$ cat config.mk
export PLATFORM = sky130hd
export DESIGN_NAME = usb_tx_pkt_arbiter_flat
export DESIGN_NICKNAME = d
export VERILOG_FILES = /design/src/rtl/usb_tx_pkt_arbiter_pkg.sv /design/src/rtl/usb_tx_pkt_arbiter_if.sv /design/src/rtl/usb_tx_pkt_arbiter_line_fifo.sv /design/src/rtl/usb_tx_pkt_arbiter.sv /design/src/flat_wrapper.sv
export SDC_FILE = /design/constraint.sdc
export NUM_CORES = 1
export LEC_CHECK = 0
export ABC_AREA = 1
export BUFFER_PORTS_ARGS = -buffer_cell sky130_fd_sc_hd__buf_2
export CAP_MARGIN = 20
export CORE_UTILIZATION = 35
export DETAILED_ROUTE_END_ITERATION = 6
export GPL_TIMING_DRIVEN = 0
export HOLD_SLACK_MARGIN = 0.08
export MAX_ROUTING_LAYER = met4
export PLACE_DENSITY_LB_ADDON = 0.3
export SYNTH_ARGS = -nofsm -noshare
export SYNTH_HDL_FRONTEND = slang
export SYNTH_SLANG_ARGS = --single-unit
export TNS_END_PERCENT = 50
$ cat constraint.sdc
create_clock -name clk -period 8.3 [get_ports clk]
set_clock_uncertainty 0.2 [all_clocks]
set_input_delay 0.83 -clock clk [delete_from_list [all_inputs] [get_ports clk]]
set_output_delay 0.83 -clock clk [all_outputs]
set_load 0.01 [all_outputs]
$ cat src/rtl/usb_tx_pkt_arbiter_pkg.sv
// Shared types and helpers for the endpoint tx packet arbiter.
// Mailbox storage is accounted in 16-byte lines out of a 256-line pool.
package usb_tx_pkt_pkg;

  typedef enum logic [1:0] {
    IDLE,
    STREAM,
    CLOSE
  } state_e;

  localparam int unsigned LINE_BYTES  = 16;
  localparam int unsigned TOTAL_LINES = 256;

  // A length that is an exact multiple of a line still occupies one extra line.
  function automatic logic [8:0] lines_of(input logic [11:0] len);
    return 9'(len / 12'(LINE_BYTES)) + 9'd1;
  endfunction

endpackage

$ cat src/rtl/usb_tx_pkt_arbiter_if.sv
// Producer-side packet channel: first-word-fall-through packet with pop/done feedback.
// master = packet producer, slave = arbiter.
interface usb_tx_pkt_arbiter_if;
  logic        req;
  logic [11:0] len;
  logic [7:0]  data;
  logic        pop;
  logic        done;
  logic        err;

  modport master (output req, len, data, input  pop, done, err);
  modport slave  (input  req, len, data, output pop, done, err);
endinterface

$ cat src/rtl/usb_tx_pkt_arbiter_line_fifo.sv
// Small FIFO of per-packet line costs queued in the mailbox.
// Head is kept in a register so the retire path sees a flop output.
module tx_line_fifo
  import usb_tx_pkt_pkg::*;
#(
  parameter int unsigned DEPTH = 8,
  parameter int unsigned WIDTH = 6
) (
  input  logic             clk_i,
  input  logic             rst_ni,
  input  logic             push_i,
  input  logic [WIDTH-1:0] push_data_i,
  input  logic             pop_i,
  output logic [WIDTH-1:0] head_o
);

  localparam int unsigned PW = (DEPTH > 1) ? $clog2(DEPTH) : 1;

  logic [WIDTH-1:0] mem_q [DEPTH];
  logic [PW-1:0]    wr_q, rd_q, rd_d;
  logic [WIDTH-1:0] head_q, head_d;

  function automatic logic [PW-1:0] ptr_inc(input logic [PW-1:0] p);
    return (p == PW'(DEPTH - 1)) ? '0 : p + 1'b1;
  endfunction

  // Forward the pushed word when it lands in the slot that becomes the head.
  always_comb begin
    rd_d   = pop_i ? ptr_inc(rd_q) : rd_q;
    head_d = (push_i && (wr_q == rd_d)) ? push_data_i : mem_q[rd_d];
  end

  always_ff @(posedge clk_i or negedge rst_ni) begin
    if (!rst_ni) begin
      wr_q   <= '0;
      rd_q   <= '0;
      head_q <= '0;
      for (int unsigned i = 0; i < DEPTH; i++) mem_q[i] <= '0;
    end else begin
      if (push_i) begin
        mem_q[wr_q] <= push_data_i;
        wr_q        <= ptr_inc(wr_q);
      end
      rd_q   <= rd_d;
      head_q <= head_d;
    end
  end

  assign head_o = head_q;

endmodule

$ cat src/rtl/usb_tx_pkt_arbiter.sv
// Round-robin packet arbiter feeding one endpoint's tx mailbox from two producers,
// with slot/line occupancy tracking driven by the SIE tx handshake.
module usb_tx_pkt_arbiter
  import usb_tx_pkt_pkg::*;
#(
  parameter int unsigned P_ENDPOINT     = 1,
  parameter int unsigned MAX_PACKET_NUM = 8,
  parameter int unsigned P_MAX_PKT_LEN  = 512
) (
  input  logic                  clk,
  input  logic                  resetn,
  usb_tx_pkt_arbiter_if.slave   req0,
  usb_tx_pkt_arbiter_if.slave   req1,
  output logic [7:0]            m_tdata,
  output logic [11:0]           m_tlen,
  output logic                  m_tvalid,
  input  logic [3:0]            usb_endpt,
  input  logic                  usb_txact,
  input  logic                  usb_txpktfin,
  output logic [3:0]            pkt_pending,
  output logic [8:0]            lines_free
);

  state_e      state_q, state_d;
  logic [11:0] cnt_q, cnt_d;
  logic [11:0] tlen_q, tlen_d;
  logic [7:0]  tdata_q, tdata_d;
  logic        tvalid_q, tvalid_d;
  logic        owner_q, owner_d;
  logic        rr_q, rr_d;
  logic        wait_v_q, wait_v_d;
  logic        wait_id_q, wait_id_d;
  logic [3:0]  pend_q, pend_d;
  logic [8:0]  free_q, free_d;
  logic        act_q, fin_q, fin_d;

  logic        cand;
  logic [11:0] cand_len;
  logic        pop0, pop1, done0, done1, err0, err1;
  logic        push, active, fall, success;
  logic [5:0]  head_lines;

  always_comb begin
    state_d   = state_q;
    cnt_d     = cnt_q;
    tlen_d    = tlen_q;
    tdata_d   = tdata_q;
    tvalid_d  = 1'b0;
    owner_d   = owner_q;
    rr_d      = rr_q;
    wait_v_d  = wait_v_q;
    wait_id_d = wait_id_q;
    cand      = 1'b0;
    cand_len  = '0;
    pop0      = 1'b0;
    pop1      = 1'b0;
    done0     = 1'b0;
    done1     = 1'b0;
    err0      = 1'b0;
    err1      = 1'b0;
    push      = 1'b0;
    unique case (state_q)
      IDLE: begin
        if (req0.req || req1.req) begin
          // A candidate stalled on mailbox space keeps its turn until served.
          if (wait_v_q && (wait_id_q ? req1.req : req0.req)) cand = wait_id_q;
          else if (req0.req && req1.req)                    cand = ~rr_q;
          else                                              cand = req1.req;
          cand_len = cand ? req1.len : req0.len;
          if ((cand_len == '0) || (cand_len > 12'(P_MAX_PKT_LEN))) begin
            done0    = ~cand;
            err0     = ~cand;
            done1    = cand;
            err1     = cand;
            rr_d     = cand;
            wait_v_d = 1'b0;
          end else if ((pend_q < 4'(MAX_PACKET_NUM)) && (free_q >= lines_of(cand_len))) begin
            tlen_d   = cand_len;
            cnt_d    = cand_len;
            owner_d  = cand;
            rr_d     = cand;
            wait_v_d = 1'b0;
            state_d  = STREAM;
          end else begin
            wait_v_d  = 1'b1;
            wait_id_d = cand;
          end
        end
      end
      STREAM: begin
        // One trailing cycle with the counter at zero lets the last byte show on m_tvalid.
        if (cnt_q != '0) begin
          pop0     = ~owner_q;
          pop1     = owner_q;
          tvalid_d = 1'b1;
          tdata_d  = owner_q ? req1.data : req0.data;
          cnt_d    = cnt_q - 12'd1;
        end else begin
          state_d = CLOSE;
        end
      end
      CLOSE: begin
        push    = 1'b1;
        done0   = ~owner_q;
        done1   = owner_q;
        state_d = IDLE;
      end
      default: state_d = IDLE;
    endcase
  end

  assign active  = (usb_endpt == 4'(P_ENDPOINT)) && usb_txact && (pend_q != '0);
  assign fall    = act_q && !active;
  assign success = fall && fin_q;
  assign fin_d   = fall ? 1'b0 : (fin_q | (active & usb_txpktfin));
  assign pend_d  = pend_q + {3'b0, push} - {3'b0, success};
  assign free_d  = free_q - (push ? lines_of(tlen_q) : 9'd0)
                 + (success ? {3'b0, head_lines} : 9'd0);

  tx_line_fifo #(
    .DEPTH (MAX_PACKET_NUM),
    .WIDTH (6)
  ) u_line_fifo (
    .clk_i       (clk),
    .rst_ni      (resetn),
    .push_i      (push),
    .push_data_i (6'(lines_of(tlen_q))),
    .pop_i       (success),
    .head_o      (head_lines)
  );

  always_ff @(posedge clk or negedge resetn) begin
    if (!resetn) begin
      state_q   <= IDLE;
      cnt_q     <= '0;
      tlen_q    <= '0;
      tdata_q   <= '0;
      tvalid_q  <= 1'b0;
      owner_q   <= 1'b0;
      rr_q      <= 1'b1;
      wait_v_q  <= 1'b0;
      wait_id_q <= 1'b0;
      pend_q    <= '0;
      free_q    <= 9'(TOTAL_LINES);
      act_q     <= 1'b0;
      fin_q     <= 1'b0;
    end else begin
      state_q   <= state_d;
      cnt_q     <= cnt_d;
      tlen_q    <= tlen_d;
      tdata_q   <= tdata_d;
      tvalid_q  <= tvalid_d;
      owner_q   <= owner_d;
      rr_q      <= rr_d;
      wait_v_q  <= wait_v_d;
      wait_id_q <= wait_id_d;
      pend_q    <= pend_d;
      free_q    <= free_d;
      act_q     <= active;
      fin_q     <= fin_d;
    end
  end

  assign req0.pop    = pop0;
  assign req1.pop    = pop1;
  assign req0.done   = done0;
  assign req1.done   = done1;
  assign req0.err    = err0;
  assign req1.err    = err1;
  assign m_tdata     = tdata_q;
  assign m_tlen      = tlen_q;
  assign m_tvalid    = tvalid_q;
  assign pkt_pending = pend_q;
  assign lines_free  = free_q;

endmodule

$ cat src/flat_wrapper.sv
// flat-port wrapper written by rule: the top's interface ports become plain ports
module usb_tx_pkt_arbiter_flat import usb_tx_pkt_pkg::*;
#(
  parameter int unsigned P_ENDPOINT     = 1,
  parameter int unsigned MAX_PACKET_NUM = 8,
  parameter int unsigned P_MAX_PKT_LEN  = 512
)
  (clk, resetn, m_tdata, m_tlen, m_tvalid, usb_endpt, usb_txact, usb_txpktfin, pkt_pending, lines_free, req0_req, req0_len, req0_data, req0_pop, req0_done, req0_err, req1_req, req1_len, req1_data, req1_pop, req1_done, req1_err);
  usb_tx_pkt_arbiter_if req0_i ();
  usb_tx_pkt_arbiter_if req1_i ();
  input  logic clk;
  input  logic resetn;
  output logic [7:0] m_tdata;
  output logic [11:0] m_tlen;
  output logic m_tvalid;
  input  logic [3:0] usb_endpt;
  input  logic usb_txact;
  input  logic usb_txpktfin;
  output logic [3:0] pkt_pending;
  output logic [8:0] lines_free;
  input wire logic [$bits(req0_i.req)-1:0] req0_req;
  input wire logic [$bits(req0_i.len)-1:0] req0_len;
  input wire logic [$bits(req0_i.data)-1:0] req0_data;
  output wire logic [$bits(req0_i.pop)-1:0] req0_pop;
  output wire logic [$bits(req0_i.done)-1:0] req0_done;
  output wire logic [$bits(req0_i.err)-1:0] req0_err;
  input wire logic [$bits(req1_i.req)-1:0] req1_req;
  input wire logic [$bits(req1_i.len)-1:0] req1_len;
  input wire logic [$bits(req1_i.data)-1:0] req1_data;
  output wire logic [$bits(req1_i.pop)-1:0] req1_pop;
  output wire logic [$bits(req1_i.done)-1:0] req1_done;
  output wire logic [$bits(req1_i.err)-1:0] req1_err;
  assign req0_i.req = req0_req;
  assign req0_i.len = req0_len;
  assign req0_i.data = req0_data;
  assign req0_pop = req0_i.pop;
  assign req0_done = req0_i.done;
  assign req0_err = req0_i.err;
  assign req1_i.req = req1_req;
  assign req1_i.len = req1_len;
  assign req1_i.data = req1_data;
  assign req1_pop = req1_i.pop;
  assign req1_done = req1_i.done;
  assign req1_err = req1_i.err;
  usb_tx_pkt_arbiter #(.P_ENDPOINT(P_ENDPOINT), .MAX_PACKET_NUM(MAX_PACKET_NUM), .P_MAX_PKT_LEN(P_MAX_PKT_LEN)) u_core (.clk(clk), .resetn(resetn), .req0(req0_i), .req1(req1_i), .m_tdata(m_tdata), .m_tlen(m_tlen), .m_tvalid(m_tvalid), .usb_endpt(usb_endpt), .usb_txact(usb_txact), .usb_txpktfin(usb_txpktfin), .pkt_pending(pkt_pending), .lines_free(lines_free));
endmodule
## After elaboration in Yosys (flattened, before gate mapping)

Cells that the tools add are included.

- Register bits: 114
- Bits of input ports: 50
- Output and inout port bits: 40
- Word-level logic and storage cells: 133

- Add/sub/neg operators: 9
- Order comparisons: 6
- Eq/ne operators: 11
- Muxes and demuxes: 49
- Bitwise operators: 9
- Reduce and logical (&&, ||, !) cells: 25

Operators with widths:

| cell | count |
|---|---|
| 12-bit 2-to-1 mux | 5 |
| 48-bit bitwise mux | 1 |
| 6-bit 2-to-1 mux | 5 |
| 12-bit case mux with 2 select lines | 1 |
| 1-bit 2-to-1 mux | 23 |
| 8-bit by 1-bit adder with 9-bit output (second input constant) | 2 |
| 6-bit binary-select mux with 3-bit select | 1 |
| 6-bit demux with 3-bit select | 1 |
| 12-bit by 10-bit greater-than comparator with 1-bit output (second input constant) | 1 |
| 12-bit zero test | 1 |
| 4-bit AND reduction | 3 |
| 12-bit nonzero test | 1 |
| 12-bit by 1-bit subtractor with 12-bit output (second input constant) | 1 |
| 9-bit adder | 1 |
| 9-bit greater-or-equal comparator | 1 |
| 1-bit logical AND | 9 |
| 3-bit 2-to-1 mux | 3 |
| 9-bit 2-to-1 mux | 1 |
| 9-bit subtractor | 1 |
| 4-bit greater-or-equal comparator (second input constant) | 2 |
| 2-bit 2-to-1 mux | 4 |
| 8-bit 2-to-1 mux | 1 |
| 3-bit NOT with 4-bit output | 2 |
| 3-bit by 1-bit adder with 3-bit output (second input constant) | 2 |
| 24 further kinds | 36 |

## Longest topological paths before layout

Gate-level depths: netlist of run 1.

- Word-level depth: 13
- Mapped depth: 24
- Depth with buffers taken out: 23

## By module

A second synthesis of run 1 with hierarchy kept.

- Cell total of the unflattened synthesis: 916
- Area total of the unflattened synthesis: 7129.3 um2

Modules (own cells, without submodules):

| module | times used | cells each | area an instance (um2) | seq. area each (um2) |
|---|---|---|---|---|
| usb_tx_pkt_arbiter | 1 | 530 | 4140.2 | 1353.8 |
| tx_line_fifo | 1 | 386 | 2989.1 | 1501.4 |

## Worst setup path after synthesis of run 1

Ideal clock, no wire load.

- Kind: input-to-reg
- Start point: input port req0_req
- End point: register u_core.tlen_q[8] (netlist: u_core.m_tlen[8])
- Library setup time: 121 ps
- Data arrival time: 3180 ps
- Data required time: 7979 ps
- Path slack: 4799 ps
- Stages on the path: 22
- Buffers on the path: 2
- Cell sequence: nand3_4 nand2_4 buf_12 or2_1 o21ai_2 nor2_2 nand4_1 nor2_2 nand2_1 nand2_1 nand2_1 ha_1 nand2_1 nor2_1 nand3b_1 nand4_1 nand2_1 inv_1 nand4_4 buf_6 nand2_2 o21ai_2

- Word-level cells in the longest chain between the ends: 10
- Elaborated cells on any way between the ends: 17
- Those cells by class: add/sub: 1; order compare: 2; mux: 6; bitwise: 1; reduce/logical: 7

Ends and longest elaborated chain:

| what | line | RTL |
|---|---|---|
| start, declared | flat_wrapper.sv:21 | `input wire logic [$bits(req0_i.req)-1:0] req0_req;` |
| 1-bit logical AND / 1-bit 2-to-1 mux (equally long branches) | usb_tx_pkt_arbiter.sv:67, usb_tx_pkt_arbiter.sv:66 |  |
| 1-bit 2-to-1 mux / 1-bit logical AND (equally long branches) | usb_tx_pkt_arbiter.sv:67, usb_tx_pkt_arbiter.sv:66 |  |
| 1-bit 2-to-1 mux | usb_tx_pkt_arbiter.sv:66 | `if (wait_v_q && (wait_id_q ? req1.req : req0.req)) cand = wait_id_q;` |
| 1-bit 2-to-1 mux | usb_tx_pkt_arbiter.sv:64 | `if (req0.req \|\| req1.req) begin` |
| 1-bit 2-to-1 mux | usb_tx_pkt_arbiter.sv:62 | `unique case (state_q)` |
| 12-bit 2-to-1 mux | usb_tx_pkt_arbiter.sv:69 | `cand_len = cand ? req1.len : req0.len;` |
| 8-bit by 1-bit adder with 9-bit output, or another cell as far along | usb_tx_pkt_arbiter_pkg.sv:16 | `return 9'(len / 12'(LINE_BYTES)) + 9'd1;` |
| 9-bit greater-or-equal comparator / 1-bit logical OR (equally long branches) | usb_tx_pkt_arbiter.sv:77, usb_tx_pkt_arbiter.sv:70 |  |
| 1-bit logical AND / 1-bit NOT (equally long branches) | n/a |  |
| 4-bit AND reduction (no line) | n/a |  |
| end signal, assigned | usb_tx_pkt_arbiter.sv:150 | `tlen_q <= tlen_d;` |
| end, declared | usb_tx_pkt_arbiter.sv:26 | `logic [11:0] tlen_q, tlen_d;` |

Several ways; a longest one is shown, not always the timed one. The select of a mux whose other input is x is not followed.
A chain may end at the register's enable or synchronous reset.

## Worst setup path in the final report of run 1

- Start point: register u_core.tlen_q[4] (netlist: u_core.m_tlen[4])
- End point: register u_core.free_q[7] (netlist: u_core.lines_free[7])

- Word-level cells in the longest chain between the ends: 4

Ends and longest elaborated chain:

| what | line | RTL |
|---|---|---|
| 8-bit by 1-bit adder with 9-bit output | usb_tx_pkt_arbiter_pkg.sv:16 |  |
| 9-bit 2-to-1 mux | usb_tx_pkt_arbiter.sv:117 | `assign free_d = free_q - (push ? lines_of(tlen_q) : 9'd0)` |
| 9-bit subtractor | usb_tx_pkt_arbiter.sv:117 |  |
| 9-bit adder | usb_tx_pkt_arbiter.sv:118 | `+ (success ? {3'b0, head_lines} : 9'd0);` |
| via u_core.free_d[7] | usb_tx_pkt_arbiter.sv:34 | `logic [8:0] free_q, free_d;` |
| end signal, assigned | usb_tx_pkt_arbiter.sv:144 | `free_q <= 9'(TOTAL_LINES);` |
| end signal, assigned | usb_tx_pkt_arbiter.sv:158 | `free_q <= free_d;` |
| end, declared | usb_tx_pkt_arbiter.sv:34 |  |

The timed path passes the listed nets, and every way through them passes these cells.

==> results_dict.tcl, run 1 <==
set metrics [dict create \
    run_status "complete, no violations" \
    worst-slew-pin-transition_ns 0.963 \
    netSwitchingFraction_pct 33.1 \
    insertion_delay_ns 0.42 \
    critPathLaunchType "flop" \
    cts_max_path_buffers 2 \
    timing.final.crit_period_ns 4.13 \
    post-route-drc-count 0 \
    cts-root-buf "sky130_fd_sc_hd__clkbuf_16" \
    post_synth_num_cell_types 44 \
    yosys_warnings 0 \
    ys_dominant_reg_cell "sky130_fd_sc_hd__dfrtp_1" \
    total_number_of_placement_rows 51 \
    global_route.overflow_total 0 \
    max_cap_violations 0 \
    grt_max_degree 70 \
    dr.pass1.iters 5 \
    worst-setup-path-type "reg2reg" \
    yosysTopAreaCellShare_pct 40.4 \
    ff_latch_area_mm2 0.00286 \
    power.share.combinational_pct 26.9 \
    synth_area_mm2 0.00694 \
    seq_area_frac_synth_pct 41.1 \
    post-synth-top-area-cell "sky130_fd_sc_hd__dfrtp_1" \
    report.final.hold_viol_count 0 \
    setup_viol 0 \
    drt_wl_total_um 17500 \
    routabilityCongestion 0.898 \
    start_util_pct 35.7 \
    critical_path.reg2reg.startpoint "u_core.m_tlen[4]" \
    antenna_found_initial 0 \
    rsz0062_at_grt "false" \
    clock.fmax_ghz 0.242 \
    worst_reg2reg_endpoint "u_core.lines_free[7]" \
    h_tree_levels 4 \
    synth-seq-cells 114 \
    netlist_top_cells_area "sky130_fd_sc_hd__dfrtp_1, sky130_fd_sc_hd__nand2_1, sky130_fd_sc_hd__inv_1" \
    post-synth-top-count-cell "sky130_fd_sc_hd__nand2_1" \
    final_max_slew_viol_count 0 \
    routed-via-count 6062 \
    crit_path_max_fo 9 \
    synth_enable_flop_cells 0 \
    port_buffers 89 \
    ff2ff_setup_slack_ns 4.17 \
    multi_input_comb_area_mm2 0.00340 \
    tritoncts "yes" \
    grt_pass1_wl_um 29100 \
    post-cts-setup-buffers 0 \
    worst_ir_drop_vdd_v 0.000115 \
    lkg_pwr_nw 4.17 \
    period_share_pct 49.8 \
    crit_path_end_kind "flop" \
    num_antenna_cells 0 \
    die_h_um 143 \
    cts-buffers-inserted 17 \
    antenna_violating_nets_post_route 0 \
    synthArstFlopShare_pct 100 \
    synth_fp_nets 993 \
    wl_per_cell_um 13.5 \
    internal_power_contribution_mw 1.19 \
    area_added_between_synthesis_and_finish_pct 19.5 \
    worst_slew_margin_rel_pct 35.5 \
    data_arrival_at_the_endpoint_of_the_critical_path_ns 4.23 \
    die-width_um 143 \
    hold_slack_ns 0.132 \
    layout.nets 1102 \
    cts_hold_buf 0 \
    power_density_mw_per_mm2 215 \
    cts_resized 0 \
    cts.sink_count 114 \
    dp.final_hpwl_um 13000 \
    die_area_mm2 0.0204 \
    clk_transition_reported_paths_ns 0.06 \
    synthesis.instances 904 \
    hold_path.class "in2async" \
    grt.total_usage_pct 19.2 \
    power.sequential.fraction_pct 35.7 \
    finalPower_mw 1.78 \
    detail_route.vias_per_cell 4.70 \
    timing.reg2reg.worst_path_depth 15 \
    synth.top_cells.by_count "sky130_fd_sc_hd__nand2_1, sky130_fd_sc_hd__inv_1, sky130_fd_sc_hd__dfrtp_1" \
    switchingPower_uw 590 \
    crit_start "u_core.m_tlen[4]" \
    via_count_of_the_first_global_routing_pass 5737 \
    tns_ns 0 \
    drt_first_iter_violations 301 \
    critPathCapture "u_core.lines_free[7]" \
    clockPowerShare_pct 37.4 \
    fill_cells 1964 \
    core_area_mm2 0.0195 \
    required_arrival_time_at_the_worst_endpoint_ns 8.40 \
    syn-mean-instance-area_um2 7.68 \
    ioPinCount 90 \
    fraction_of_final_layout_cells_sized_beyond_drive_strength_1_pct 19.4 \
]
sequential cells by signal, indices dropped and copies added, names as in the netlist:
| name | count |
|---|---|
| u_core.m_tvalid | 1 |
| u_core.owner_q | 1 |
| u_core.u_line_fifo.wr_q | 3 |
| u_core.rr_q | 1 |
| u_core.m_tdata | 8 |
| u_core.u_line_fifo.head_o | 6 |
| u_core.lines_free | 9 |
| u_core.u_line_fifo.mem_q | 48 |
| u_core.state_q | 2 |
| u_core.wait_v_q | 1 |
| u_core.act_q | 1 |
| u_core.wait_id_q | 1 |
| u_core.pkt_pending | 4 |
| u_core.cnt_q | 12 |
| u_core.fin_q | 1 |
| u_core.m_tlen | 12 |
| u_core.u_line_fifo.rd_q | 3 |
power groups by stage:
stage               logic, mW  clock network [mW]  registers [mW]
floorplan               0.331                   0           0.650
global placement        0.471                   0           0.649
detailed placement      0.481                   0           0.648
CTS                     0.484               0.682           0.639
global route            0.555               0.708           0.644
finish                  0.480               0.667           0.637
layout make-up:
class                   count  share of cell area, %
multi-input cells         625                   41.0
flip-flops and latches    114                   34.4
plain buffers              29                   2.11
repair buffers             90                   5.78
well taps                 265                   4.00
inverters                 136                   6.15
clock inverters            11                  0.996
clock buffers              21                   5.55
metrics by stage:
step / std cells / util [%] / cell area, um2 / setup WS, ns
detailed placement: 1259 / 39.8 / 7750 / 4.05
floorplan: 904 / - / 6940 / 4.80
global placement: 1258 / 39.7 / 7720 / 4.07
CTS: 1291 / 42.6 / 8290 / 4.14
global route: 1291 / 42.6 / 8290 / 3.86
finish: 1291 / 42.6 / 8290 / 4.17
worst max-delay path: stages (launching register included):
cell and delay, ns:
sky130_fd_sc_hd__dfrtp_1 0.57, sky130_fd_sc_hd__ha_1 0.27, sky130_fd_sc_hd__xor2_1 0.77, sky130_fd_sc_hd__inv_1 0.18, sky130_fd_sc_hd__nor2_1 0.18, sky130_fd_sc_hd__fa_1 0.43, sky130_fd_sc_hd__inv_1 0.06, sky130_fd_sc_hd__ha_1 0.27
sky130_fd_sc_hd__a21oi_1 0.16, sky130_fd_sc_hd__nand2_1 0.09, sky130_fd_sc_hd__a21o_1 0.17, sky130_fd_sc_hd__a21oi_1 0.21, sky130_fd_sc_hd__nor2_1 0.06, sky130_fd_sc_hd__o21ai_0 0.16, sky130_fd_sc_hd__nand2_1 0.09, sky130_fd_sc_hd__xor2_1 0.15
per-layer routing:
layer	share of wire (%)	vias to the layer above	global-route usage (%)
li1	-	3101	-
met1	50	2818	25.6
met2	45	131	29.2
met3	4.5	12	4.36
met4	1.0	0	5.26
met5	0	-	-
how the worst min path moves through the flow:
stage	startpoint	to	slack, ns	cells past startpoint
6_report	resetn	u_core.u_line_fifo.mem_q[13]	0.13	1
5_1_grt	resetn	u_core.u_line_fifo.mem_q[13]	0.16	1
4_1_cts	resetn	u_core.u_line_fifo.mem_q[16]	0.15	1
3_5_place_dp	u_core.rr_q	u_core.rr_q	0.26	2
3_3_place_gp	u_core.rr_q	u_core.rr_q	0.26	2
2_1_floorplan	u_core.wait_id_q	u_core.wait_id_q	0.24	2
cells by family after synthesis:
family | count (synthesis) | share of synthesized area [%]
and+or+nand+nor | 456 | 29.9
buffers and inverters | 165 | 9.88
AOI/OAI and AO/OA | 114 | 9.27
DFF | 114 | 41.1
adders and majority gates | 39 | 7.79
xor gates and xnor gates | 16 | 2.02
cells in the final DEF (no fill, tap or decap), types with 2 or more instances in the layout:
master	netlist	final
sky130_fd_sc_hd__clkbuf_1	11	13
sky130_fd_sc_hd__nand2_2	10	10
sky130_fd_sc_hd__or2_2	3	3
sky130_fd_sc_hd__nand3_2	8	8
sky130_fd_sc_hd__nand4_1	20	20
sky130_fd_sc_hd__nor3_1	4	4
sky130_fd_sc_hd__buf_2	10	98
sky130_fd_sc_hd__inv_1	125	125
sky130_fd_sc_hd__o22ai_1	2	2
sky130_fd_sc_hd__ha_1	32	32
sky130_fd_sc_hd__a31oi_1	2	2
sky130_fd_sc_hd__xor2_1	11	11
sky130_fd_sc_hd__clkbuf_16	0	17
sky130_fd_sc_hd__clkinv_4	0	5
sky130_fd_sc_hd__nor2_1	60	60
sky130_fd_sc_hd__nand3b_1	7	7
sky130_fd_sc_hd__buf_6	4	5
sky130_fd_sc_hd__xnor2_1	5	5
sky130_fd_sc_hd__inv_2	10	10
sky130_fd_sc_hd__nand3_1	74	74
sky130_fd_sc_hd__a21oi_1	24	24
sky130_fd_sc_hd__nor2_2	4	4
sky130_fd_sc_hd__clkinv_2	0	3
sky130_fd_sc_hd__clkbuf_8	0	2
sky130_fd_sc_hd__nand2_1	253	253
sky130_fd_sc_hd__o21ai_1	10	10
sky130_fd_sc_hd__or2_1	2	2
sky130_fd_sc_hd__dfstp_2	2	2
sky130_fd_sc_hd__clkinvlp_4	0	2
sky130_fd_sc_hd__fa_1	7	7
sky130_fd_sc_hd__o21ai_2	14	14
sky130_fd_sc_hd__dfrtp_1	112	112
sky130_fd_sc_hd__nand2_4	5	5
sky130_fd_sc_hd__o21ai_0	57	57
sky130_fd_sc_hd__buf_4	2	2
Power figures use the tool's default switching activity.
==> run 2, diff against run 1 <==
Settings changed: ABC_AREA 1 to 0.
Clock period 8.3 ns to 4.3 ns, I/O delays scaled along.
==> run 2 against run 1 <==
Critical path depth stayed put. Synthesized area is 4.8% lower. Register-to-register slack worse by 4.1 ns. Count of clock-buffer cells in the layout is 4 lower. Maximum frequency is 1.2% lower. Sequential power is 140% higher. Non-clock buffer count is 4 higher. Final cell count is 19% lower. Utilization is 2.2 points higher. Die area is 4.7% lower. Design area is 1.5% lower. Critical path type unchanged. Largest cell class unchanged.
==> results_dict.tcl, run 2 <==
set metrics [dict create \
    worst_reg2reg_endpoint "u_core.cnt_q[8]" \
    drt_wl_total_um 16500 \
    synthArstFlopShare_pct 100 \
    drt_first_iter_violations 236 \
    core_area_mm2 0.0182 \
    netlist_top_cells_area "sky130_fd_sc_hd__dfrtp_1, sky130_fd_sc_hd__mux2i_1, sky130_fd_sc_hd__ha_1" \
    power_density_mw_per_mm2 573 \
    finalCoreUtilization_pct 44.8 \
    grt_max_degree 76 \
    final_cell_mix "sky130_fd_sc_hd__dfrtp_1, sky130_fd_sc_hd__nand2_1, sky130_fd_sc_hd__buf_2" \
    hold_path.class "in2reg" \
    post-synth-top-count-cell "sky130_fd_sc_hd__dfrtp_1" \
    crit_path_max_fo 10 \
    seq_area_frac_synth_pct 43.2 \
    clock.fmax_ghz 0.239 \
    post-route-drc-count 0 \
    timing.hold.worst_endpoint "u_core.m_tdata[0]" \
    num_antenna_cells 0 \
    synth_fp_nets 778 \
    synth.top_cells.by_count "sky130_fd_sc_hd__dfrtp_1, sky130_fd_sc_hd__nand2_1, sky130_fd_sc_hd__o21ai_0" \
    post-synth-top-area-cell "sky130_fd_sc_hd__dfrtp_1" \
    h_tree_levels 4 \
    routed-via-count 5262 \
    die_area_mm2 0.0194 \
    dr.pass1.iters 4 \
    crit_path_end_kind "flop" \
    cts-buffers-inserted 17 \
    cts_max_path_buffers 2 \
    total_number_of_placement_rows 49 \
    place_worst_setup_slack_ns -0.355 \
    final_max_slew_viol_count 0 \
    area_added_between_synthesis_and_finish_pct 23.6 \
    die-width_um 139 \
    detail_route.vias_per_cell 5.04 \
    grt.total_usage_pct 18.3 \
    antenna_violating_nets_post_route 0 \
    syn-mean-instance-area_um2 9.59 \
    tritoncts "yes" \
    rsz0062_at_grt "true" \
    critical_path.reg2reg.startpoint "u_core.rr_q" \
    synth-seq-cells 114 \
    hold_path_startpoint "req0_data[0]" \
    largest_register_ffs 48 \
    ys_dominant_reg_cell "sky130_fd_sc_hd__dfrtp_1" \
    antenna_found_initial 0 \
    wl_per_cell_um 15.7 \
    worst_slew_margin_rel_pct 26.9 \
    global_route.overflow_total 0 \
    die_h_um 139 \
    worst_hold_path_stage_count 3 \
    lkg_pwr_nw 3.82 \
    grt_pass1_wl_um 26500 \
    ff_latch_area_mm2 0.00286 \
    registers.top_by_ff_count "u_core.u_line_fifo.mem_q" \
    cts.sink_count 114 \
    post_synth_num_cell_types 70 \
    worst-slew-pin-transition_ns 1.09 \
    ff2ff_setup_slack_ns 0.12 \
    max_cap_violations 0 \
    hold_slack_ns 0.101 \
    routabilityCongestion 0.955 \
    ioPinCount 90 \
    crit_start "u_core.rr_q" \
    worst_ir_drop_vdd_v 0.000269 \
    critPathLaunchType "flop" \
    data_arrival_at_the_endpoint_of_the_critical_path_ns 4.28 \
    required_arrival_time_at_the_worst_endpoint_ns 4.40 \
    insertion_delay_ns 0.42 \
    fin_ws_ns 0.116 \
    yosys_warnings 0 \
    multi_input_comb_area_mm2 0.00350 \
    clk_transition_reported_paths_ns 0.06 \
    dp.final_hpwl_um 12100 \
    layout.nets 892 \
    via_count_of_the_first_global_routing_pass 5070 \
    report.final.hold_viol_count 0 \
    synth_enable_flop_cells 0 \
    synth_area_mm2 0.00661 \
    run_status "complete, no violations" \
    fill_cells 1753 \
    timing.reg2reg.worst_path_depth 15 \
    port_buffers 89 \
    period_share_pct 97.3 \
    mostFrequentLayoutCell "sky130_fd_sc_hd__dfrtp_1" \
    timing.final.crit_period_ns 4.18 \
    start_util_pct 36.3 \
    cts-root-buf "sky130_fd_sc_hd__clkbuf_16" \
    worst-setup-path-type "reg2reg" \
    yosysTopAreaCellShare_pct 42.4 \
    setup_viol 0 \
    fraction_of_final_layout_cells_sized_beyond_drive_strength_1_pct 23.4 \
    synthesis.instances 689 \
]
==> run 2: power by group <==
part | switching (mW) | total, mW | internal (mW)
Clock | 0.530 | 1.50 | 0.974
Combinational | 0.966 | 1.66 | 0.697
Sequential | 0.203 | 1.51 | 1.31
Total | 1.70 | 4.68 | 2.98
==> run 2: cell families (layout without fill, tap and decap cells) <==
group	after synthesis	after routing	share of synthesized area, %
AND/OR/NAND/NOR	214	214	15.9
multiplexers	56	56	8.92
adder cells (fa/ha/maj)	39	39	8.18
AO/OA/AOI/OAI	156	156	14.4
XOR/XNOR	29	29	4.13
flip-flops	114	114	43.2
buffers and inverters	81	208	5.28
==> run 2: area by class of cell <==
cell class	instances	area share [%]
inverters	53	2.47
clock buffers	17	5.21
multi-input cells	494	42.9
flip-flops and latches	114	35.0
clock inverters	15	2.53
well taps	229	3.51
repair buffers	95	6.39
plain buffers	28	2.05
==> run 2: repair_timing <==
item / 4_1_cts / 5_1_grt
hold buffers: 2 / 0
buffers inserted: 0 / 1
gates resized for setup: 11 / 25
pin swaps: 1 / 4
endpoints found under the hold margin: 40 / 0
endpoints found under the setup margin: 24 / 26
==> run 2: critical path, stage by stage (launching register included) <==
cell	delay [ns]
sky130_fd_sc_hd__dfstp_2	0.52
sky130_fd_sc_hd__nor2b_2	0.14
sky130_fd_sc_hd__o21ai_2	0.09
sky130_fd_sc_hd__and2_4	0.19
sky130_fd_sc_hd__buf_6	0.15
sky130_fd_sc_hd__mux2i_2	0.17
sky130_fd_sc_hd__or4_4	0.54
sky130_fd_sc_hd__or2_1	0.25
sky130_fd_sc_hd__ha_1	0.20
sky130_fd_sc_hd__or4_4	0.52
sky130_fd_sc_hd__a21oi_4	0.14
sky130_fd_sc_hd__o211ai_1	0.14
sky130_fd_sc_hd__and3_4	0.20
sky130_fd_sc_hd__nand3_2	0.20
sky130_fd_sc_hd__nor2_1	0.10
sky130_fd_sc_hd__a311o_1	0.32
==> run 2: metal layers <==
metal  routed length (um)  global-route usage (%)  vias to the layer above
li1                     -                       -                     2615
met1                 7830                    23.7                     2502
met2                 7740                    28.2                      132
met3                  736                    4.58                       13
met4                  152                    5.38                        0
met5                    0                       -                        -
==> run 2: how the worst max path moves through the flow <==
stage          slack (ns)          endpoint
3_3_place_gp        -0.33  u_core.m_tlen[1]
2_1_floorplan        0.36   u_core.cnt_q[0]
4_1_cts              0.02   u_core.cnt_q[7]
6_report             0.12   u_core.cnt_q[8]
3_5_place_dp        -0.36   u_core.cnt_q[0]
5_1_grt             -0.02   u_core.cnt_q[8]
==> run 2: per-stage QoR <==
| stage | total power [mW] | cells | TNS (ns) | area [um2] |
|---|---|---|---|---|
| floorplan | 2.56 | 689 | 0 | 6610 |
| global route | 5.00 | 1045 | -0.0373 | 8170 |
| detailed placement | 3.12 | 1008 | -4.57 | 7370 |
| finish | 4.68 | 1045 | 0 | 8170 |
| global placement | 3.08 | 1007 | -4.12 | 7340 |
| CTS | 4.65 | 1042 | 0 | 8060 |
==> run 3, diff against run 2 <==
==> constraint.sdc (replaced) <==
create_clock -name clk -period 4.3 [get_ports clk]
set_clock_uncertainty 0.2 [all_clocks]
set_input_delay 1.29 -clock clk [delete_from_list [all_inputs] [get_ports clk]]
set_output_delay 1.29 -clock clk [all_outputs]
set_load 0.01 [all_outputs]
==> run 3 against run 2 <==
The run now ends with negative setup slack left. Sequential share of layout area down 1.2 points. Hold slack better by 0.17 ns. First-iteration DRC count down 3.4%. Global-route usage up 0.61 points. Utilization up 1.5 points. Critical path depth down 2. Worst setup slack worse by 0.70 ns. Highest routed layer unchanged.
==> results_dict.tcl, run 3 (synthesized netlist as in run 2, its figures left out) <==
set metrics [dict create \
    cts-root-buf "sky130_fd_sc_hd__clkbuf_16" \
    fraction_of_final_layout_cells_sized_beyond_drive_strength_1_pct 26.7 \
    timing.final.crit_period_ns 4.88 \
    die_area_mm2 0.0194 \
    power_density_mw_per_mm2 561 \
    data_arrival_at_the_endpoint_of_the_critical_path_ns 3.39 \
    start_util_pct 36.3 \
    tritoncts "yes" \
    period_share_pct 114 \
    mostFrequentLayoutCell "sky130_fd_sc_hd__dfrtp_1" \
    drt_first_iter_violations 228 \
    drt_wl_total_um 17000 \
    total_number_of_placement_rows 49 \
    die_h_um 139 \
    post-route-drc-count 0 \
    finalCoreUtilization_pct 46.4 \
    fill_cells 1688 \
    via_count_of_the_first_global_routing_pass 5255 \
    run_status "complete, but fails checks" \
    clock.fmax_ghz 0.205 \
    h_tree_levels 4 \
    hold_path.class "reg2reg" \
    ff_latch_area_mm2 0.00286 \
    detail_route.vias_per_cell 5.08 \
    grt_pass1_wl_um 27600 \
    setup_viol 28 \
    rsz0062_at_grt "true" \
    critical_path.reg2reg.startpoint "u_core.rr_q" \
    cts_max_path_buffers 2 \
    worst-slew-pin-transition_ns 1.10 \
    worst_ir_drop_vdd_v 0.000314 \
    critPathLaunchType "input pin" \
    core_area_mm2 0.0182 \
    layout.nets 905 \
    place_inst 1008 \
    final_cell_mix "sky130_fd_sc_hd__dfrtp_1, sky130_fd_sc_hd__nand2_1, sky130_fd_sc_hd__buf_2" \
    crit_path_end_kind "output port" \
    timing.reg2reg.worst_path_depth 16 \
    hold_path_startpoint "u_core.u_line_fifo.mem_q[40]" \
    num_antenna_cells 0 \
    cts-buffers-inserted 17 \
    dp.final_hpwl_um 12100 \
    worst_slew_margin_rel_pct 26.3 \
    crit_path_max_fo 5 \
    ioPinCount 90 \
    die-width_um 139 \
    insertion_delay_ns 0.41 \
    global_route.overflow_total 0 \
    wl_per_cell_um 16.1 \
    clk_transition_reported_paths_ns 0.05 \
    hold_slack_ns 0.276 \
    routed-via-count 5360 \
    max_cap_violations 0 \
    timing.hold.worst_endpoint "u_core.u_line_fifo.mem_q[40]" \
    fin_ws_ns -0.585 \
    worst_reg2reg_endpoint "u_core.cnt_q[7]" \
    lkg_pwr_nw 3.94 \
    grt.total_usage_pct 18.9 \
    dr.pass1.iters 7 \
    worst-setup-path-type "in2out" \
    ff2ff_setup_slack_ns -0.03 \
    area_added_between_synthesis_and_finish_pct 27.8 \
    largest_register_ffs 48 \
    multi_input_comb_area_mm2 0.00365 \
    cts.sink_count 114 \
    failed_checks "negative setup slack" \
    registers.top_by_ff_count "u_core.u_line_fifo.mem_q" \
    required_arrival_time_at_the_worst_endpoint_ns 2.81 \
    routabilityCongestion 0.884 \
    final_max_slew_viol_count 0 \
    tns_ns -5.65 \
    antenna_violating_nets_post_route 0 \
    grt_max_degree 68 \
    antenna_found_initial 0 \
    final_non_filler_cells 1056 \
    worst_hold_path_stage_count 2 \
    port_buffers 89 \
    report.final.hold_viol_count 0 \
]
[run 3: changes by cell type in the layout (fill, tap and decap cells not counted), moves of 3 or more]
cell                        change
sky130_fd_sc_hd__a21oi_1        -6
sky130_fd_sc_hd__a21oi_2        +6
sky130_fd_sc_hd__buf_4          +9
sky130_fd_sc_hd__buf_8          +4
sky130_fd_sc_hd__bufinv_16      -3
sky130_fd_sc_hd__clkbuf_1       +3
sky130_fd_sc_hd__clkbuf_8      +10
sky130_fd_sc_hd__clkinv_4       -4
sky130_fd_sc_hd__inv_6          -3
[run 3: through the flow]
stage	area (um2)	total power [mW]	worst slack (ns)
finish	8450	4.74	-0.585
global route	8450	5.05	-0.663
CTS	8340	4.69	-0.596
detailed placement	7440	3.14	-0.971
global placement	7410	3.11	-0.936
floorplan	6680	2.59	-0.329
[run 3: worst max-delay path: stages]
cell	delay, ns
sky130_fd_sc_hd__buf_2	0.15
sky130_fd_sc_hd__and2_4	0.18
sky130_fd_sc_hd__buf_8	0.11
sky130_fd_sc_hd__mux2i_4	0.24
sky130_fd_sc_hd__ha_2	0.22
sky130_fd_sc_hd__nor4b_4	0.21
sky130_fd_sc_hd__nand2_1	0.11
sky130_fd_sc_hd__xor2_1	0.16
sky130_fd_sc_hd__a32o_2	0.25
sky130_fd_sc_hd__nand2b_4	0.16
sky130_fd_sc_hd__nor2_4	0.10
sky130_fd_sc_hd__a21o_1	0.09
sky130_fd_sc_hd__buf_2	0.12
[run 3: repair_timing]
item	CTS	global route
buffers inserted	11	3
resized for setup	48	14
pin swaps	7	10
cloned	3	1
hold buffers	0	0
setup endpoints to repair	33	36
[run 3: area by class of cell]
| type | count | area share [%] |
|---|---|---|
| Inverter | 53 | 2.39 |
| Timing Repair Buffer | 108 | 8.12 |
| Clock buffer | 26 | 6.15 |
| Buffer | 28 | 2.39 |
| Clock inverter | 4 | 0.563 |
| Sequential cell | 114 | 33.8 |
| Tap cell | 229 | 3.39 |
| Multi-Input combinational cell | 494 | 43.2 |
[run 3: worst max path at each step]
stage                     slack (ns)  depth (start not counted)        endpoint  startpoint
after floorplan                -0.33                         12       req1_done    req0_req
after global placement         -0.94                         16  u_core.owner_q    req0_req
after detailed placement       -0.97                         16  u_core.owner_q    req0_req
after CTS                      -0.60                         14       req1_done    req0_req
after global routing           -0.66                         14       req1_done    req0_req
final                          -0.58                         13       req1_done    req1_req
[run 3: power breakdown]
part	switching [mW]	total (mW)	internal (mW)	leakage [nW]
sequential	0.217	1.52	1.31	1.49
combinational	1.04	1.86	0.820	2.17
clock	0.473	1.35	0.877	0.278
total	1.73	4.74	3.00	3.94
[run 3: layer usage]
| layer | wire length [um] | share of wire [%] | vias to the layer above | GRT usage, % |
|---|---|---|---|---|
| met5 | 0 | 0 | - | - |
| met4 | 217 | 1.3 | 0 | 5.96 |
| met3 | 823 | 4.8 | 15 | 4.37 |
| met2 | 8060 | 47 | 146 | 29.2 |
| met1 | 7890 | 46 | 2566 | 24.6 |
| li1 | - | - | 2633 | - |
